### src/rtl/ld_rs.sv
// Load reservation station: buffers issued LD/LDR ops, captures operands from the CDB,
// and dispatches one operand-complete entry at a time to the ld unit.
module ld_rs #(
    parameter int unsigned NUM_ENTRIES = 4,
    parameter logic [5:0]  RS_BASE     = 6'd8
) (
    input  logic        clk,
    input  logic        rst_n,
    input  logic        issue_valid,
    input  logic [3:0]  issue_op,
    input  logic        issue_rdy0,
    input  logic        issue_rdy1,
    input  logic [15:0] issue_val0,
    input  logic [15:0] issue_val1,
    input  logic [5:0]  issue_tag0,
    input  logic [5:0]  issue_tag1,
    output logic        issue_full,
    output logic [5:0]  issue_rs_num,
    input  logic        cdb_valid,
    input  logic [5:0]  cdb_tag,
    input  logic [15:0] cdb_data,
    output logic        valid,
    output logic [5:0]  rs_num,
    output logic [3:0]  op,
    output logic [15:0] val0,
    output logic [15:0] val1,
    input  logic        ld_busy
);

    localparam int unsigned DW    = 16;
    localparam int unsigned TW    = 6;
    localparam int unsigned OW    = 4;
    localparam int unsigned IDX_W = (NUM_ENTRIES > 1) ? $clog2(NUM_ENTRIES) : 1;

    typedef enum logic [1:0] {
        ST_FREE  = 2'd0,
        ST_WAIT  = 2'd1,
        ST_READY = 2'd2,
        ST_EXEC  = 2'd3
    } state_t;

    typedef struct packed {
        logic [OW-1:0] op;
        logic          rdy0;
        logic          rdy1;
        logic [TW-1:0] tag0;
        logic [TW-1:0] tag1;
        logic [DW-1:0] val0;
        logic [DW-1:0] val1;
    } entry_t;

    state_t            r_state [NUM_ENTRIES];
    entry_t            r_ent   [NUM_ENTRIES];

    logic              r_valid;
    logic [TW-1:0]     r_rs_num;
    logic [OW-1:0]     r_op;
    logic [DW-1:0]     r_val0;
    logic [DW-1:0]     r_val1;

    logic              w_any_free;
    logic [IDX_W-1:0]  w_free_idx;
    logic              w_any_ready;
    logic [IDX_W-1:0]  w_ready_idx;
    logic              w_issue;
    logic              w_dispatch;
    logic              w_new_rdy0;
    logic              w_new_rdy1;
    logic [DW-1:0]     w_new_val0;
    logic [DW-1:0]     w_new_val1;
    logic              w_hit0  [NUM_ENTRIES];
    logic              w_hit1  [NUM_ENTRIES];

    // Lowest-index FREE and READY entries, from registered state only
    always_comb begin
        w_any_free  = 1'b0;
        w_free_idx  = '0;
        w_any_ready = 1'b0;
        w_ready_idx = '0;
        for (int i = int'(NUM_ENTRIES) - 1; i >= 0; i--) begin
            if (r_state[i] == ST_FREE) begin
                w_any_free = 1'b1;
                w_free_idx = IDX_W'(i);
            end
            if (r_state[i] == ST_READY) begin
                w_any_ready = 1'b1;
                w_ready_idx = IDX_W'(i);
            end
        end
    end

    // CDB operand match for every entry still waiting on an operand
    always_comb begin
        for (int unsigned i = 0; i < NUM_ENTRIES; i++) begin
            w_hit0[i] = cdb_valid && (r_state[i] == ST_WAIT) && !r_ent[i].rdy0 &&
                        (r_ent[i].tag0 == cdb_tag);
            w_hit1[i] = cdb_valid && (r_state[i] == ST_WAIT) && !r_ent[i].rdy1 &&
                        (r_ent[i].tag1 == cdb_tag);
        end
    end

    assign issue_full   = !w_any_free;
    assign issue_rs_num = RS_BASE + TW'(w_free_idx);
    assign w_issue      = issue_valid && w_any_free;
    assign w_dispatch   = !ld_busy && !r_valid && w_any_ready;

    // Issue-cycle bypass: a broadcast of the producing tag in the issue cycle counts as ready
    assign w_new_rdy0 = issue_rdy0 || (cdb_valid && (cdb_tag == issue_tag0));
    assign w_new_rdy1 = issue_rdy1 || (cdb_valid && (cdb_tag == issue_tag1));
    assign w_new_val0 = issue_rdy0 ? issue_val0 : cdb_data;
    assign w_new_val1 = issue_rdy1 ? issue_val1 : cdb_data;

    always_ff @(posedge clk) begin
        if (!rst_n) begin
            for (int unsigned i = 0; i < NUM_ENTRIES; i++) begin
                r_state[i] <= ST_FREE;
                r_ent[i]   <= '0;
            end
            r_valid  <= 1'b0;
            r_rs_num <= '0;
            r_op     <= '0;
            r_val0   <= '0;
            r_val1   <= '0;
        end else begin
            for (int unsigned i = 0; i < NUM_ENTRIES; i++) begin
                case (r_state[i])
                    ST_FREE: begin
                        if (w_issue && (w_free_idx == IDX_W'(i))) begin
                            r_ent[i].op   <= issue_op;
                            r_ent[i].tag0 <= issue_tag0;
                            r_ent[i].tag1 <= issue_tag1;
                            r_ent[i].rdy0 <= w_new_rdy0;
                            r_ent[i].rdy1 <= w_new_rdy1;
                            r_ent[i].val0 <= w_new_val0;
                            r_ent[i].val1 <= w_new_val1;
                            r_state[i]    <= (w_new_rdy0 && w_new_rdy1) ? ST_READY : ST_WAIT;
                        end
                    end
                    ST_WAIT: begin
                        if (w_hit0[i]) begin
                            r_ent[i].rdy0 <= 1'b1;
                            r_ent[i].val0 <= cdb_data;
                        end
                        if (w_hit1[i]) begin
                            r_ent[i].rdy1 <= 1'b1;
                            r_ent[i].val1 <= cdb_data;
                        end
                        if ((r_ent[i].rdy0 || w_hit0[i]) && (r_ent[i].rdy1 || w_hit1[i])) begin
                            r_state[i] <= ST_READY;
                        end
                    end
                    ST_READY: begin
                        if (w_dispatch && (w_ready_idx == IDX_W'(i))) begin
                            r_state[i] <= ST_EXEC;
                        end
                    end
                    ST_EXEC: begin
                        if (cdb_valid && (cdb_tag == (RS_BASE + TW'(i)))) begin
                            r_state[i] <= ST_FREE;
                        end
                    end
                    default: r_state[i] <= ST_FREE;
                endcase
            end

            // One-cycle dispatch pulse; holding off while valid spaces dispatches 2 cycles apart
            r_valid <= w_dispatch;
            if (w_dispatch) begin
                r_rs_num <= RS_BASE + TW'(w_ready_idx);
                r_op     <= r_ent[w_ready_idx].op;
                r_val0   <= r_ent[w_ready_idx].val0;
                r_val1   <= r_ent[w_ready_idx].val1;
            end
        end
    end

    assign valid  = r_valid;
    assign rs_num = r_rs_num;
    assign op     = r_op;
    assign val0   = r_val0;
    assign val1   = r_val1;

endmodule

### config.mk
export PLATFORM = sky130hd
export DESIGN_NAME = ld_rs
export DESIGN_NICKNAME = d
export VERILOG_FILES = /design/src/rtl/ld_rs.sv
export SDC_FILE = /design/constraint.sdc
export NUM_CORES = 1
export LEC_CHECK = 0
export ABC_CLOCK_PERIOD_IN_PS = 3810
export CAP_MARGIN = 10
export CORE_ASPECT_RATIO = 0.75
export CORE_MARGIN = 1.5
export CORE_UTILIZATION = 55
export CTS_CLUSTER_DIAMETER = 100
export DETAILED_ROUTE_END_ITERATION = 12
export GPL_ROUTABILITY_DRIVEN = 0
export PLACE_DENSITY = 0.78
export SYNTH_ARGS = -nofsm -noshare
export SYNTH_HDL_FRONTEND = slang
export SYNTH_SLANG_ARGS = --single-unit
### constraint.sdc
create_clock -name clk -period 3.81 [get_ports clk]
set_clock_uncertainty 0.1 [all_clocks]
set_input_delay 0.762 -clock clk [delete_from_list [all_inputs] [get_ports clk]]
set_output_delay 0.762 -clock clk [all_outputs]
set_load 0.02 [all_outputs]
; ---- Word-level counts from Yosys, hierarchy flattened
; Memories as Yosys holds them, arrays and structs flattened. A register that Yosys moved wholly into a read port is not among the register bits.
; Cells that the tools add are included.
[totals]
memories = 2
elab_cells = 344
ram_bits = 208
regBits = 7
in_bits = 77
[op_classes]
add_sub_neg = 2
bitwise = 60
reduce_logical = 70
eq_ne = 32
muxes = 176
[mem_list]
columns = memory, depth, word_bits, read_ports, rd_ports_with_merged_regs, wr, line_no
row1 = r_ent, 4, 50, 5, 1, 4, 53  ; entry_t r_ent [NUM_ENTRIES];
row2 = r_state, 4, 2, 4, 0, 4, 52  ; state_t r_state [NUM_ENTRIES];
[ops]
columns = op, n
row1 = $mux 16, 18
row2 = $mux 1, 121
row3 = $eq 6x6->1, 10
row4 = $or 1x1->1, 60
row5 = $mux 2, 25
row6 = $mux 6, 8
row7 = $logic_and 1x1->1, 42
row8 = $eq 2x2->1 const B, 12
row9 = $eq 6x4->1 const B, 4
row10 = $mux 4, 4
row11 = $eq 2x1->1 const B, 6
row12 = $logic_not 1->1, 12
row13 = $logic_not 2->1, 6
row14 = $add 4x2->5 const A, 2
row15 = $logic_or 1x1->1, 10

; ---- Longest topological paths before layout
; Gate-level depths: netlist of the first run.
; An unclocked memory read counts as a cell.
[depth]
word_depth = 16
ltp_mapped = 8
ltp_nobuf = 5

; ---- Worst setup path before layout of the first run
; OpenSTA, ideal clock, no wires.
[synth_timing]
kind = input to register
startpoint = input cdb_tag[0]
endpoint = memory r_ent[2][16] (netlist name), enable pin
cell_stages = 6
path_buffers = 2
setup_slack_ns = 0.503
arrival_time_ns = 2.792
t_required_ns = 3.295
cell_sequence = buf_6 buf_6 xor2_2 nor4_4 nand2_1 o21ai_0
[synth_rtl]
columns = element, line_no
row1 = from (decl), 20  ; input logic [5:0] cdb_tag,
row2 = to (decl), 53

==> results of run 1 <==
[cells by family after synthesis]
logic type                count (synthesis)  synth area share
buffers and inverters                    93            0.0461
other                                     2          0.000623
DFF                                     248             0.584
AOI/OAI and AO/OA                       219             0.157
xor gates and xnor gates                 60            0.0442
muxes                                    73            0.0606
and+or+nand+nor                         217             0.107
[final cells by class]
class                           instances  area share
Antenna cell                            1    0.000174
Clock buffer                           33      0.0463
Clock inverter                         12      0.0170
Inverter                                8     0.00209
Multi-Input combinational cell        576       0.312
Sequential cell                       248       0.490
Tap cell                              288      0.0250
Timing Repair Buffer                  161       0.107
[final timing paths]
| kind | from | to | slack, ns | cells past startpoint |
|---|---|---|---|---|
| worst max-delay path | r_state[1][1] | issue_rs_num[0] | 0.68 | 3 |
| worst min-delay path | val0[1] | val0[1] | 0.36 | 2 |
| worst max register to register | r_state[1][1] | r_ent[1][9] | 1.24 | 5 |
| worst min register to register | val0[1] | val0[1] | 0.36 | 2 |
[state kept, by name, indices dropped and copies added, names as in the netlist]
signal	count
val1	16
r_ent	200
val0	16
valid	1
r_state	8
op	4
rs_num	3
[worst register-to-register path, stage by stage (launching register included)]
cell and delay (ns):
edfxtp_1 0.48, or2_2 0.39, nor2_1 0.14, nand3_1 0.25
o21ai_2 0.83, a22o_1 0.25
[metrics by stage]
stage	hold slack, ns	cells	cell area [um2]	power, W	setup slack [ns]
2_1_floorplan	0.408	917	12100	0.00394	0.503
3_3_place_gp	0.346	1281	13500	0.00433	0.500
3_5_place_dp	0.346	1281	13500	0.00436	0.415
4_1_cts	0.361	1326	14400	0.00705	0.676
5_1_grt	0.382	1326	14400	0.00725	0.634
6_report	0.359	1327	14400	0.00706	0.682
[cell usage in the layout (no fill, tap or decap), types with 3 or more instances in the layout]
cell / count
a21oi_1: 9
a22o_1: 115
a22o_2: 13
and2_0: 5
and2_1: 69
buf_12: 3
buf_4: 39
bufinv_16: 7
clkbuf_1: 7
clkbuf_16: 25
clkdlybuf4s50_1: 119
clkinvlp_4: 3
conb_1: 7
dfxtp_1: 40
edfxtp_1: 208
inv_1: 7
mux2i_1: 73
nand2_1: 55
nand2b_1: 3
nand3_1: 8
nand3b_1: 8
nand4_1: 3
nand4b_1: 4
nor2_1: 17
nor2b_1: 4
nor3_1: 11
nor3_2: 5
nor4_2: 5
nor4_4: 3
o21ai_0: 10
o21ai_1: 6
o21ai_2: 5
o21ai_4: 3
o221ai_1: 37
xnor2_1: 3
xor2_1: 56
[power by group through the flow]
stage / combinational (W) / sequential (W) / clock [W]
2_1_floorplan: 0.000582 / 0.00336 / 0
3_3_place_gp: 0.00100 / 0.00333 / 0
3_5_place_dp: 0.00102 / 0.00334 / 0
4_1_cts: 0.00103 / 0.00329 / 0.00274
5_1_grt: 0.00109 / 0.00331 / 0.00285
6_report: 0.00103 / 0.00329 / 0.00273
[layer usage]
| metal | wire [um] | share of wire |
|---|---|---|
| met3 | 3380 | 0.11 |
| met2 | 14000 | 0.44 |
| met1 | 13600 | 0.43 |
| met5 | 0 | 0 |
| met4 | 813 | 0.026 |
==> metrics, run 1 <==
status finished clean; PD cells 490 nW/um2; share of layout cells above drive strength 1 0.120; total congestion overflow 0; Flop pwr share 0.466; Pleak 5.28 nW; count leader, synth edfxtp_1; min cycle time layout 3.13 ns; fin crit share 0.821; Util after Layout 0.674; CP Launch Type flop; Yosys Warn Count 0; cells after synthesis 912; largest net degree at the start of global routing 37; buffers inserted by post-CTS timing repair 0; fmax 0.320 GHz; Post-Route WL 31800 um; clock share of power 0.387; setup tns final 0 ns; Filler cells 1521; Initial DRC Count 1136; CP max-delay cell clkdlybuf4s50_1; die width 174 um; Synth area leader edfxtp_1; vias per inst 6.34; Final setup viols 0; worst-margin pin slew 1.09 ns; register area share after synthesis 0.584; TritonCTS Sinks 248; remaining antenna violation count 0; Sw Share 0.248; port bufs 119; H-tree depth 1; met1 Usage GRT 0.403; antenna violations before repair 2; Yosys top cell area share 0.518; Tot GR Track Use 0.275; vias in the first global route 8192; Main synth FF type edfxtp_1; Hold Vio Cnt, Final 0; Longest Clk Path Bufs 3; WP buf/inv 1; Root Driver clkbuf_16; Post-synth EDFFs 208; max-slew violation count 0; crit-path max cell delay 0.66 ns; Req. time, crit path 2.95 ns; DRC Markers 0; Layout Nets 1097; Hold/Removal Path Class reg -> reg; MaxCap Viol Count 0; first-pass GRT wire length 47900 um; chip height 131 um; TritonCTS buffer count 25; crit path DAT 2.27 ns; GRT Max-Usage Layer met2; IO Count 127; Avg Cell Area, Syn 13.2 um2; Crit path max-delay family buffers and inverters; flops & latches, synth 248; starting density of the core 0.565; clock edge transition at the registers on the reported setup and hold paths 0.06 ns; row cnt 46; sw power 0.00175 W; area delta synth->final 19.3%; worst skew pair latency 0.53 ns; Vias 8412; crit path cell chain or2_2 > a21oi_1 > clkdlybuf4s50_1; WL/cell 24.0 um; Synth Cell Area 12100 um2; Internal 0.00531 W; GR Util met3 0.0631; critical path class reg -> out; worst-path maximum fanout 6; combinational power share 0.147; VDD IR max 0.420 mV; GR Util met2 0.406; Pre-antenna DRT Iters 5; crit end category primary output; post-CTS sizing 0; max_slew headroom 0.271; area of the core 21400 um2; register area 7050 um2; top cells by area, synth edfxtp_1 (52%), a22o_1 (8.3%), dfxtp_1 (6.6%); hold buffer count at cts 0; ys async rst share 0; CTS tree built; Netlist cell types 66; RSZ-0062 raised after global routing no; dpl hpwl 20700 um; multi-input combinational cell area 4500 um2; die area 22800 um2; top cells by count, synth edfxtp_1 (208), a22o_1 (115), mux2i_1 (73), and2_1 (69), xor2_1 (56)
Power figures use the tool's default switching activity.
==> inputs of run 2 (changes only) <==
Settings changed: ABC_CLOCK_PERIOD_IN_PS 3810 to 2650, CORE_UTILIZATION 55 to 52, PLACE_DENSITY 0.78 to 0.77.
Clock period 3.81 ns to 2.65 ns, I/O delays scaled along.
==> metrics, run 2 (same netlist as run 1, synthesis figures left out) <==
total congestion overflow 0; ANT cells 0; Top Registers r_ent (200), val0 (16), val1 (16); worst skew pair latency 0.53 ns; WP buf/inv 1; VDD IR max 0.416 mV; die width 179 um; CP Launch Type flop; hold buffer count at cts 0; Hold/Removal Path Class reg -> reg; IO Count 127; Longest Clk Path Bufs 3; TritonCTS buffer count 25; Initial DRC Count 859; WL/cell 23.2 um; Min Hold Slack 0.364 ns; crit-path max cell delay 0.58 ns; max-slew violation count 0; area delta synth->final 24.3%; Final setup viols 0; TritonCTS Sinks 248; crit path cell chain buf_4 > nor2b_1 > o41a_4 > nor2_8 > nand2_1 > o221ai_1; first-pass GRT wire length 48400 um; dpl hpwl 21600 um; min cycle time layout 2.51 ns; crit path DAT 2.83 ns; Pleak 5.60 nW; Tot GR Track Use 0.268; port bufs 119; chip height 135 um; commonest non-fill, non-tap cell in the layout edfxtp_1; Crit path max-delay family simple AND/OR/NAND/NOR gates; fin crit share 0.946; RSZ-0062 raised after global routing no; PD cells 655 nW/um2; worst-margin pin slew 0.900 ns; critical path class reg -> reg; worst-path maximum fanout 36; cell area after layout 15000 um2; Hold Vio Cnt, Final 0; most frequent cells in the layout edfxtp_1 (208), clkdlybuf4s50_1 (116), a22o_1 (115); setup tns final 0 ns; row cnt 48; fmax 0.399 GHz; clock edge transition at the registers on the reported setup and hold paths 0.07 ns; largest net degree at the start of global routing 37; status finished clean; Filler cells 1665; vias per inst 6.14; Pre-antenna DRT Iters 6; antenna violations before repair 1; Biggest register r_ent; max_slew headroom 0.400; area of the core 22900 um2; remaining antenna violation count 0; Layout Nets 1148; H-tree depth 1; DRC Markers 0; Root Driver clkbuf_16; max reg flops 200; Vias 8522; CTS tree built; vias in the first global route 8322; starting density of the core 0.527; Post-Route WL 32200 um; CP max-delay cell o41a_4; share of layout cells above drive strength 1 0.167; die area 24100 um2; MaxCap Viol Count 0; crit end category flop; Req. time, crit path 2.97 ns; post-place instance area 14100 um2
## run 2: cell count changes in the layout (fill, tap and decap cells not counted), sizes merged
cell / previous run / this run
buf: 42 / 93
clkbuf: 33 / 32
bufinv: 7 / 2
dlymetal6s2s: 0 / 2
clkinvlp: 3 / 5
diode: 1 / 0
clkinv: 1 / 7
clkdlybuf4s50: 119 / 116
inv: 9 / 8
## run 2: metal layers
metal / routed length (um) / track usage
met4: 607 / 0.0676
met3: 3070 / 0.0546
met2: 14500 / 0.409
met1: 14000 / 0.392
met5: 13 / 0
## run 2: timing repair
action,4_1_cts,5_1_grt
endpoints found under the setup margin,3,3
resized for setup,4,4
pin swaps,1,0
setup buffers,7,0
## run 2: stage by stage
step,std cells,util,power [W],worst slack (ns)
floorplan,917,-,0.00567,0.0280
detailed placement,1337,0.618,0.00640,-0.182
CTS,1389,0.655,0.00984,0.0102
global placement,1337,0.618,0.00635,-0.120
finish,1389,0.655,0.00983,0.143
global route,1389,0.655,0.0101,0.0396
## run 2: layout make-up
type,instances,area (um2),share of cell area
clock buffer,31,658,0.0439
tap,300,375,0.0250
sequential,248,7050,0.470
inverter,8,30.0,0.00200
clock inverter,14,133,0.00885
timing repair buffer,212,2240,0.149
multi-input combinational,576,4510,0.301
## run 2: worst paths after layout
path | start | endpoint | slack (ns) | cells past startpoint
worst max-delay path | r_state[0][1] | val1[2] | 0.14 | 6
worst min-delay path | val1[6] | val1[6] | 0.36 | 2
worst max register to register | r_state[0][1] | val1[2] | 0.14 | 6
worst min register to register | val1[6] | val1[6] | 0.36 | 2
## run 2: tightest hold or removal path: stages, from the launching register on
cell,delay (ns)
dfxtp_1,0.32
nand2_1,0.05
o221ai_1,0.05
## run 2: report_power, final
| part | internal (W) | switching [W] | total, W |
|---|---|---|---|
| registers | 0.00457 | 0.000144 | 0.00472 |
| logic | 0.000731 | 0.000920 | 0.00165 |
| clock network | 0.00196 | 0.00149 | 0.00346 |
| total | 0.00727 | 0.00256 | 0.00983 |
